<file path="config.mk">
export PLATFORM = sky130hd
export DESIGN_NAME = irq_controller
export DESIGN_NICKNAME = d
export VERILOG_FILES = /design/src/rtl/irq_controller.sv
export SDC_FILE = /design/constraint.sdc
export NUM_CORES = 1
export LEC_CHECK = 0
export CAP_MARGIN = 20
export CORE_AREA = 2 2 89 91
export DETAILED_ROUTE_END_ITERATION = 6
export DIE_AREA = 0 0 91 93
export HOLD_SLACK_MARGIN = 0.03
export PLACE_DENSITY = 0.66
export SYNTH_ARGS = -nofsm -noshare
export SYNTH_HDL_FRONTEND = slang
export SYNTH_SLANG_ARGS = --single-unit
</file>
<file path="constraint.sdc">
create_clock -name clk -period 10 [get_ports clk]
set_input_delay 1.5 -clock clk [delete_from_list [all_inputs] [get_ports clk]]
set_output_delay 1.5 -clock clk [all_outputs]
set_load 0.005 [all_outputs]
</file>
<file path="src/rtl/irq_controller.sv">
// Eight-source interrupt controller: latches event pulses as pending flags, arbitrates
// by programmable 2-bit priority and hands one vector at a time to the CPU.
module irq_controller #(
    parameter logic [23:0] BASE_ADDR   = 24'h2020,
    parameter logic [7:0]  VECTOR_BASE = 8'h08
) (
    input  logic        clk,
    input  logic        reset,
    input  logic        bus_write,
    input  logic        bus_read,
    input  logic [23:0] bus_address_in,
    input  logic [7:0]  bus_data_in,
    output logic [7:0]  bus_data_out,
    input  logic [7:0]  irq_in,
    input  logic [1:0]  cpu_level,
    output logic        irq_req,
    output logic [7:0]  irq_vector,
    input  logic        irq_ack
);

    localparam logic [0:0] IDLE = 1'b0;
    localparam logic [0:0] REQ  = 1'b1;

    logic [7:0]  prio_lo;
    logic [7:0]  prio_hi;
    logic [7:0]  enable;
    logic [7:0]  pending;
    logic [0:0]  state;
    logic [2:0]  sel;
    logic [1:0]  sel_prio;

    logic [15:0] prio_all;
    logic        hit_prio_lo;
    logic        hit_prio_hi;
    logic        hit_enable;
    logic        hit_pending;
    logic        found;
    logic [2:0]  winner;
    logic [1:0]  best_prio;
    logic        req_valid;
    logic [1:0]  cur_sel_prio;
    logic        withdraw;
    logic        accept;
    logic [7:0]  clr;

    // Reads have no side effects, so the read strobe is not needed.
    logic unused_bus_read;
    assign unused_bus_read = bus_read;

    assign prio_all    = {prio_hi, prio_lo};
    assign hit_prio_lo = (bus_address_in == BASE_ADDR);
    assign hit_prio_hi = (bus_address_in == BASE_ADDR + 24'd1);
    assign hit_enable  = (bus_address_in == BASE_ADDR + 24'd3);
    assign hit_pending = (bus_address_in == BASE_ADDR + 24'd7);

    always_comb begin
        bus_data_out = 8'h00;
        if (hit_prio_lo)      bus_data_out = prio_lo;
        else if (hit_prio_hi) bus_data_out = prio_hi;
        else if (hit_enable)  bus_data_out = enable;
        else if (hit_pending) bus_data_out = pending;
    end

    // Strict greater-than while scanning upward keeps the lowest index on ties.
    always_comb begin
        found     = 1'b0;
        winner    = 3'd0;
        best_prio = 2'd0;
        for (int i = 0; i < 8; i++) begin
            if (pending[i] && enable[i] && (prio_all[2*i +: 2] > best_prio)) begin
                found     = 1'b1;
                winner    = 3'(i);
                best_prio = prio_all[2*i +: 2];
            end
        end
    end

    assign req_valid    = found && (best_prio > cpu_level);
    assign cur_sel_prio = prio_all[{sel, 1'b0} +: 2];
    assign withdraw     = !pending[sel] || !enable[sel] || (cur_sel_prio == 2'd0)
                          || (cpu_level >= sel_prio);
    assign accept       = (state == REQ) && irq_ack;
    assign clr          = ((bus_write && hit_pending) ? bus_data_in : 8'h00)
                          | (accept ? (8'h01 << sel) : 8'h00);

    always_ff @(posedge clk) begin
        if (reset) begin
            prio_lo <= 8'h00;
            prio_hi <= 8'h00;
            enable  <= 8'h00;
            pending <= 8'h00;
        end else begin
            if (bus_write && hit_prio_lo) prio_lo <= bus_data_in;
            if (bus_write && hit_prio_hi) prio_hi <= bus_data_in;
            if (bus_write && hit_enable)  enable  <= bus_data_in;
            // A new event always beats a clear landing on the same edge.
            pending <= (pending & ~clr) | irq_in;
        end
    end

    // Once a request is raised its source and vector stay frozen until ack or withdraw.
    always_ff @(posedge clk) begin
        if (reset) begin
            state      <= IDLE;
            sel        <= 3'd0;
            sel_prio   <= 2'd0;
            irq_req    <= 1'b0;
            irq_vector <= 8'h00;
        end else begin
            case (state)
                IDLE: begin
                    if (req_valid) begin
                        state      <= REQ;
                        sel        <= winner;
                        sel_prio   <= best_prio;
                        irq_vector <= VECTOR_BASE + {5'd0, winner};
                        irq_req    <= 1'b1;
                    end
                end
                REQ: begin
                    if (irq_ack || withdraw) begin
                        state   <= IDLE;
                        irq_req <= 1'b0;
                    end
                end
                default: begin
                    state   <= IDLE;
                    irq_req <= 1'b0;
                end
            endcase
        end
    end

endmodule

</file>
==> results.md, run 1 <==
* Vias in the first global route at between 2000 and 3000
* H-tree depth at 2
* PwrDens at 86.9 nW/µm²
* Highest clock rate at 106 MHz
* Synthesized area at 2890 µm²
* Layout cell share with drive strength beyond 1 at 0.143
* Wire per inst at between 15 and 20 µm
* Reg-to-Reg Start: prio_lo[1]$_SDFFE_PP0P_
* Hold endpoint: irq_req$_SDFFE_PP0P_
* Die ar. at ~8500 µm²
* Worst hold start: irq_req$_SDFFE_PP0P_
* Clock sinks at 40
* Worst min path class: flop to flop
* CTS tree: yes
* CP max stage delay at 0.43 ns
* DRC violations left at 0
* Worst-path clk slew at 0.09 ns
* Initial DRC Count at 201
* Synth Instances at 361
* Synth area leaders: dfxtp_1 (28%), mux2i_1 (8.7%), nor2_1 (7.7%)
* First-pass GRT wire length at 14600 µm
* Cells on Worst Hold Path at 2
* Row count at 32
* R2R depth at 47
* Max_slew headroom at 0.383
* Final worst slack at ~0.60 ns
* Multi-input gate area at 2020 µm²
* # fillers at 785
* CP max FO at 7
* Clk root buf: clkbuf_8
* Peak VDD IR at a little under 70 µV
* Worst Tran Pin Value at 0.917 ns
* Area delta synth->final at 34.0%
* Number of synthesized register bits at 40
* CP Class: flop to flop
* Most frequent cells in the layout: clkdlybuf4s50_1 (58), nor2_1 (57), dfxtp_1 (39)
* Sequential share of the synthesized area at 0.277
* Placed Cells at 526
* Slowest-stage cell, CP: a2111o_1
* Antenna cells at 0
* Largest net degree at the start of global routing at 41
* DP HPWL at 6840 µm
* Count of pins over their slew limit at 0
* Worst path most repeated cell: ha_1
* Most common cell after layout, fill and taps aside: clkdlybuf4s50_1
* Vias at 2998
* I/O pin cnt at 64
* Clk_lat worst skew at 0.30 ns
* Grt ovf at 0
* Core area at 7530 µm²
* Reg area at 805 µm²
* Deepest clock path buffer count at 2
* Die width at 91 µm
* YS warnings at 0
* Total Wirelength at between 9000 and 10000 µm
* Initial antenna violation count at 0
* Final setup violating endpoints at 0
* Tmin final at approximately 9.4 ns
* Distinct cells, synth at 63
* Max-cap violation count at 0
* EDFF count, synth at 0
* Routed Antenna Nets at 0
* Share of flip-flops with an asynchronous set or reset at 0
* Crit path buf inv count at 1
* Largest delay contributor family on the critical path: compound AO/OA/AOI/OAI gates
* Crit end category: flop
* Most used DFF post-synth: dfxtp_1
* Minimum hold slack at approximately 0.46 ns
* Setup slack, reg-to-reg at 0.60 ns
* I/O Buffers at 58
* WP data required at approximately 10 ns
* Setup Skew at between 0.005 and 0.006 ns
* Overall die height at 93 µm
* Gpl congestion at between 0.9 and 1
* Total GRT Usage at 0.217
* Critical path arrival at 9.62 ns
* Final cell count without fillers at about 540
* Fin util at 0.515
* Reg-to-Reg End: sel[0]$_SDFFE_PP0P_
* Mean Syn Cell Area at 8.01 µm²
* Leak pwr at 1.55 nW
* Status: complete, no violations
* Share of Yosys cell area claimed by the top area cell type at 0.277
* Final period util at 0.940
* Starting Density at 0.384
* CP startpoint kind: flop
* 1st-pass router iterations at 4
* Hold Buf Count CTS at 0
* Nets@finish at between 400 and 500
* Synth area leader: dfxtp_1
* Dpl ws at -0.000263 ns
* Endpoints failing hold at 0
* Via density at 5.59
* CTS buffer count at 5
worst register-to-register path, delay by kind of cell (launching register included):
| kind | cells | cell delay, ns |
|---|---|---|
| compound gates | 25 | 4.64 |
| fa+ha+maj | 8 | 2.32 |
| buf+inv | 1 | 0.09 |
| flops | 1 | 0.39 |
| simple gates | 13 | 1.87 |
what timing repair did:
action,in CTS,in global routing
cloned,0,0
endpoints found under the setup margin,2,8
setup buffers,0,2
pin swaps,0,9
resized for setup,1,17
synth_stat cells (all sizes together) (3+ instances only):
master and instances:
and2 3, or3 3, nor4 6, o31a 3, mux2i 25, ha 13, nand2b 4, nor2 59
a311oi 3, nor2b 9, a22oi 7, nand3b 3, nor3 13, o21bai 3, o31ai 4, a21o 6
a21oi 27, o21ai 20, buf 5, nand2 26, inv 19, a31oi 6, nand3 8, a211oi 3
a2111o 3, clkbuf 12, dfxtp 40
stage by stage:
step | instance area [µm²] | TNS [ns] | power (mW)
2_1_floorplan | 2900 | 0 | 0.180
3_3_place_gp | 3670 | 0 | 0.203
3_5_place_dp | 3670 | -0.000263 | 0.204
4_1_cts | 3790 | 0 | 0.336
5_1_grt | 3870 | -0.0570 | 0.347
6_report | 3870 | 0 | 0.337
registers in the layout (all words and copies together) (netlist names):
| register | count |
|---|---|
| sel | 2 |
| prio_hi | 8 |
| irq_vector | 2 |
| enable | 8 |
| sel_prio | 2 |
| state | 1 |
| irq_req | 1 |
| prio_lo | 8 |
| pending | 8 |
cell type report:
cell class	instances	area share
Multi-Input combinational cell	288	0.522
Sequential cell	40	0.208
Timing Repair Buffer	79	0.191
Tap cell	102	0.0329
Inverter	19	0.0184
Clock buffer	5	0.0178
Clock inverter	3	0.0110
cells by family (layout without fill, tap and decap cells):
kind of cell,Yosys count,count (layout),share of synthesized area
other cells,1,4,0.00130
buf+inv,36,106,0.0524
fa+ha+maj,13,13,0.0563
simple gates,142,142,0.240
flops,40,40,0.277
compound gates,102,102,0.271
mux,27,27,0.102
report_power, final:
part	internal [mW]	switching [mW]	total, mW
clock network	0.0739	0.0624	0.136
registers	0.161	0.00248	0.164
logic	0.0213	0.0154	0.0367
how the worst max path moves through the flow:
stage                            start                       end  slack (ns)  depth (start not counted)
2_1_floorplan    pending[0]$_SDFF_PP0_  sel_prio[0]$_SDFFE_PP0P_        0.59                         48
3_3_place_gp   prio_lo[1]$_SDFFE_PP0P_       sel[0]$_SDFFE_PP0P_        0.19                         45
3_5_place_dp   prio_lo[1]$_SDFFE_PP0P_       sel[0]$_SDFFE_PP0P_     -0.0003                         45
4_1_cts        prio_lo[1]$_SDFFE_PP0P_       sel[0]$_SDFFE_PP0P_        0.02                         45
5_1_grt        prio_lo[1]$_SDFFE_PP0P_  sel_prio[1]$_SDFFE_PP0P_       -0.03                         48
6_report       prio_lo[1]$_SDFFE_PP0P_       sel[0]$_SDFFE_PP0P_        0.60                         47
routing by layer:
metal	routed length (µm)	share of wire	vias to the layer above	GRT usage
met5	0	0	-	0
met4	157	0.017	0	0.0732
met3	687	0.076	13	0.0306
met2	4260	0.47	113	0.367
met1	3960	0.44	1419	0.286
li1	-	-	1453	-
Note: power is estimated with default switching activity, not from simulation.
==> run 2: changes to the inputs <==
--- a/config.mk
+++ b/config.mk
@@ -5,6 +5,7 @@
 export SDC_FILE = /design/constraint.sdc
 export NUM_CORES = 1
 export LEC_CHECK = 0
+export ABC_CLOCK_PERIOD_IN_PS = 10000
 export CAP_MARGIN = 20
 export CORE_AREA = 2 2 89 91
 export DETAILED_ROUTE_END_ITERATION = 6
==> results of run 2 <==
The final DEF is identical to that of run 1; final timing and power are the same.
==> run 3: changes to the inputs <==
--- a/config.mk
+++ b/config.mk
@@ -15,3 +15,4 @@
 export SYNTH_ARGS = -nofsm -noshare
 export SYNTH_HDL_FRONTEND = slang
 export SYNTH_SLANG_ARGS = --single-unit
+export TNS_END_PERCENT = 50
==> results of run 3 <==
The final DEF is identical to that of run 1; final timing and power are the same.
